## config.mk

```make
export PLATFORM = sky130hd
export DESIGN_NAME = ysyx_22041412_booth_seq_mul
export DESIGN_NICKNAME = d
export VERILOG_FILES = /design/src/rtl/ysyx_22041412_booth_seq_mul.sv
export SDC_FILE = /design/constraint.sdc
export NUM_CORES = 2
export LEC_CHECK = 0
export ABC_AREA = 1
export BUFFER_PORTS_ARGS = -buffer_cell sky130_fd_sc_hd__buf_4
export CAP_MARGIN = 20
export CORE_UTILIZATION = 65
export CTS_CLUSTER_DIAMETER = 80
export DETAILED_ROUTE_END_ITERATION = 10
export PLACE_DENSITY = 0.85
export SLEW_MARGIN = 20
export SYNTH_ARGS = -nofsm -noshare
export SYNTH_HDL_FRONTEND = slang
export SYNTH_SLANG_ARGS = --single-unit
```

## constraint.sdc

```tcl
create_clock -name clk -period 35.4 [get_ports clk]
set_clock_uncertainty 0.1 [all_clocks]
set_input_delay 5.31 -clock clk [delete_from_list [all_inputs] [get_ports clk]]
set_output_delay 5.31 -clock clk [all_outputs]
set_load 0.02 [all_outputs]
```

## src/rtl/ysyx_22041412_booth_seq_mul.sv

```systemverilog
// ysyx_22041412_booth_seq_mul: sequential radix-4 Booth multiplier returning the full 2*XLEN product
//   clk, rst (async, active-high)
//   in_valid/in_ready      : operand handshake (multiplicand, multiplier, a_signed, b_signed)
//   flush                  : synchronous abort of any in-flight operation
//   out_valid/out_ready    : result handshake (result_hi, result_lo)
module ysyx_22041412_booth_seq_mul #(
  parameter int XLEN = 64
) (
  input  logic            clk,
  input  logic            rst,
  input  logic            in_valid,
  output logic            in_ready,
  input  logic            flush,
  input  logic            a_signed,
  input  logic            b_signed,
  input  logic [XLEN-1:0] multiplicand,
  input  logic [XLEN-1:0] multiplier,
  output logic            out_valid,
  input  logic            out_ready,
  output logic [XLEN-1:0] result_hi,
  output logic [XLEN-1:0] result_lo
);
  localparam int STEPS = (XLEN + 2) / 2;
  localparam int CW = $clog2(STEPS);
  localparam logic [CW-1:0] LAST = CW'(STEPS - 1);
  typedef enum logic [1:0] {IDLE, BUSY, DONE} state_t;
  state_t state, state_nxt;
  logic [CW-1:0] cnt;
  // a_sh holds the extended multiplicand already shifted by 2i; b_sh holds the
  // extended multiplier with y[-1] appended, shifted so the window is always b_sh[2:0]
  logic [2*XLEN-1:0] a_sh, acc, pp_mag, pp, sum;
  logic [XLEN+2:0] b_sh;
  logic [2:0] w;
  logic neg, two, zero, accept, last;
  assign accept = in_valid & in_ready & ~flush;
  assign last = (state == BUSY) && (cnt == LAST);
  always_ff @(posedge clk or posedge rst)
    if (rst) state <= IDLE;
    else state <= state_nxt;
  always_comb begin
    state_nxt = state;
    if (flush) state_nxt = IDLE;
    else if (state == IDLE) state_nxt = accept ? BUSY : IDLE;
    else if (state == BUSY) state_nxt = last ? DONE : BUSY;
    else state_nxt = out_ready ? IDLE : DONE;
  end
  always_comb begin
    in_ready = state == IDLE;
    out_valid = state == DONE;
  end
  assign w = b_sh[2:0];
  assign zero = (w == 3'b000) || (w == 3'b111);
  assign two = (w == 3'b011) || (w == 3'b100);
  assign neg = w[2] & ~(w[1] & w[0]);
  assign pp_mag = zero ? '0 : two ? a_sh << 1 : a_sh;
  assign pp = neg ? ~pp_mag + 1'b1 : pp_mag;
  assign sum = acc + pp;
  always_ff @(posedge clk or posedge rst)
    if (rst) begin
      cnt <= '0;
      a_sh <= '0;
      b_sh <= '0;
      acc <= '0;
      result_hi <= '0;
      result_lo <= '0;
    end else if (flush) begin
      cnt <= '0;
    end else if (accept) begin
      cnt <= '0;
      acc <= '0;
      a_sh <= {{XLEN{a_signed & multiplicand[XLEN-1]}}, multiplicand};
      b_sh <= {{2{b_signed & multiplier[XLEN-1]}}, multiplier, 1'b0};
    end else if (state == BUSY) begin
      cnt <= last ? '0 : cnt + CW'(1);
      acc <= sum;
      a_sh <= a_sh << 2;
      b_sh <= b_sh >> 2;
      if (last) {result_hi, result_lo} <= sum;
    end
endmodule

```

==> run metrics <==
drt pass-1 iters 9; core area between 50000 and 60000 sq um; crit end category register; Area contributors post-synth dfrtp_1 (33%), nand2_1 (16%), inv_1 (6.7%); final period utilization 22.5%; buffer count from post-CTS setup fixing 0; die height about 230 um; Worst-Skew Late Latency 640 ps; vias in the first global route 36551; GR Overflow Total 0; met2 wire length 57600 um; Primary FF master, synth dfrtp_1; cts hold-fix bufs 0; Worst setup SP type input pin; Cell Area, Synth 35200 sq um; fin nets 5714; met1 WL 51100 um; critical path start-end classification input pin to register; share of cells above drive strength 1 8.52%; register area around 11000 sq um; CTS Sinks around 460; CP required about 36000 ps; post-synthesis sequential area ratio 32.5%; max-slew violations 0; fillcell total 4133; initial antenna violation count 1; clock-pin slew on the worst setup and hold paths around 70 ps; async set-reset flop share out of synthesis 100%; Post-synth EDFFs 0; Syn Area/Cell 6.70 sq um; Starting Density 66.4%; Max Fclk 126 MHz; Slew headroom 23.0%; post-cts sizing count 0; cell internal pwr 1.83 mW; worst path cell trace buf_4 -> nor2_4 -> buf_4 -> nor2_4 -> clkinv_2 -> buf_4 -> o221ai_1; worst hold stages 2; Die Footprint 55100 sq um; area of the multi-input gates 20600 sq um; number of vias per cell ~6.4; Root Driver clkbuf_16; Mapped Nets around 5600; Synth Register Bits around 460; drt wl/cell between 20 and 25 um; routed wire length 137000 um; final setup violation count 0; die width ~230 um; most used cell, CP buf_4; gr usage total 48.6%; setup tns final 0 ps; Critical Path Fanout Max 77; Non-Filler Instances about 6100; DP Wirelength 103000 um; Seq pwr share 17.2%; Register-to-Register Path Depth 33; Largest stage delay, worst path 770 ps; Cells after DPL 6055; WP depth 7; first-pass GRT wire length roughly 210000 um; Port Buf Inserts 264; Psw approximately 2.4 mW; combinational share of power about 69%; clock power share 13.6%; post-synthesis cell count 5257; Max Cap Viol 0; Slew @ Worst Pin 1150 ps; count of unique library cells instantiated by Yosys 56; post-synthesis to final-layout area growth 11.5%; Critical Path AT 8290 ps; FP Rows 84; via count between 30000 and 40000; Antenna Nets Post-Route 0; area leader, netlist dfrtp_1; status finished clean; DRC viols 0; metal3 WL 19000 um; top sig layer met5; leakage 18.8 nW; total of warnings raised by yosys 0; IO Pins 265; clock tree buffer depth 3; largest net degree at the start of global routing 191; Initial DRC Count around 5500; buffer and inverter count on the worst path 4; ant diodes 0; peak supply drop roughly 0.000064 V; Final Hold Fails 0; CTS tree built; CTS Buf Count 49; area share of the largest cell type after synthesis 32.5%; Hold Crit Class register to register; crit path time final 7950 ps; RSZ-0062 raised after global routing no; sw frac 57.2%; slowest CP cell buf_4; Crit path max-delay family buffers and inverters; H-tree Lvls 2; pwr dens 109 nW/um^2; GP Congestion 1.16
-- cell families after synthesis --
kind of cell / count (synthesis) / synth area share [%]
simple gates: 2696 / 32.0
flops: 458 / 32.5
mux: 2 / 0.0568
xor+xnor: 174 / 4.33
buf+inv: 806 / 9.08
fa+ha+maj: 161 / 5.74
compound gates: 960 / 16.2
-- routing by layer --
metal	vias up	global-route usage [%]
met1	18053	63.3
met2	2844	73.2
met5	-	0
met4	2	26.4
li1	17590	-
met3	558	13.9
-- path summary, 6_finish.rpt --
check                              start            end  slack [ps]
max in group asynchronous            rst       acc[104]       28110
hold reg to reg            result_hi[60]  result_hi[60]         380
setup reg to reg                 b_sh[0]  result_hi[10]       27750
hold / removal             result_hi[60]  result_hi[60]         380
min in group asynchronous            rst        a_sh[8]        4740
setup / recovery                   flush       b_sh[43]       27450
-- through the flow --
step           setup slack, ps  utilization [%]  hold WS, ps  cell area (sq um)  power [mW]
3_3_place_gp             27130             70.6          362              37500        3.44
3_5_place_dp             27050             70.6          367              37500        3.49
4_1_cts                  27580             74.0          385              39300        4.10
5_1_grt                  27390             74.0          400              39300        4.48
6_report                 27450             74.0          382              39300        4.28
2_1_floorplan            17220                -          349              35200        2.62
-- state kept, by name, summed over array words and instances, names as in the netlist --
register and flops:
state 2, result_hi 64, acc 128, cnt 6, a_sh 128, result_lo 64, b_sh 66
-- worst reg2reg max path: cells and delay by family, from the launching register on --
kind	cells	cell delay (ps)
xor+xnor	1	220
flops	1	440
compound gates	3	1120
simple gates	19	3070
fa+ha+maj	2	620
buf+inv	8	1980
-- area by class of cell --
class,count,share of cell area [%]
Tap cell,688,2.19
Timing Repair Buffer,286,5.50
Clock buffer,63,3.54
Multi-Input combinational cell,3993,52.4
Inverter,630,6.07
Clock inverter,27,1.08
Sequential cell,458,29.2
-- power groups by stage --
stage	Clock, mW	Sequential (mW)	Combinational [mW]
2_1_floorplan	0	0.713	1.90
3_3_place_gp	0	0.730	2.71
3_5_place_dp	0	0.734	2.76
4_1_cts	0.577	0.731	2.79
5_1_grt	0.600	0.745	3.13
6_report	0.580	0.737	2.96
-- cell usage after synthesis (20+ instances only) --
library cell  count
nand3_2          22
xor2_1           75
dfrtp_1         458
inv_1           625
ha_1            160
a22oi_1          65
o21ai_0         353
nand3b_1         20
nand4_1          60
nand2_1        1514
clkbuf_1        120
xnor2_1          99
nor3_1           43
nor2_1          561
nand3_1         408
o21ai_1          20
o221ai_1        120
a21oi_1         293
or2_2            21
-- cells in the final DEF, fill, tap and decap left out, types with 9 or more instances in the layout --
cell	count
xor2_1	75
o221ai_1	120
a31oi_1	9
o21bai_1	15
a21boi_0	12
nor3_1	43
nand2_2	9
o21a_1	15
o21ai_1	20
a21o_1	15
nand3_1	408
clkbuf_8	11
a22oi_1	65
a21oi_1	293
o31ai_1	9
o21ai_0	353
nor4_1	11
o211ai_1	13
nand4_1	60
buf_4	285
nor2_1	557
xnor2_1	99
nand3b_1	20
or2_2	21
clkbuf_16	49
dfrtp_1	458
inv_1	621
nor2_2	9
nand3_2	22
nand2_1	1514
ha_1	160
(Power assumes the default switching activity.)
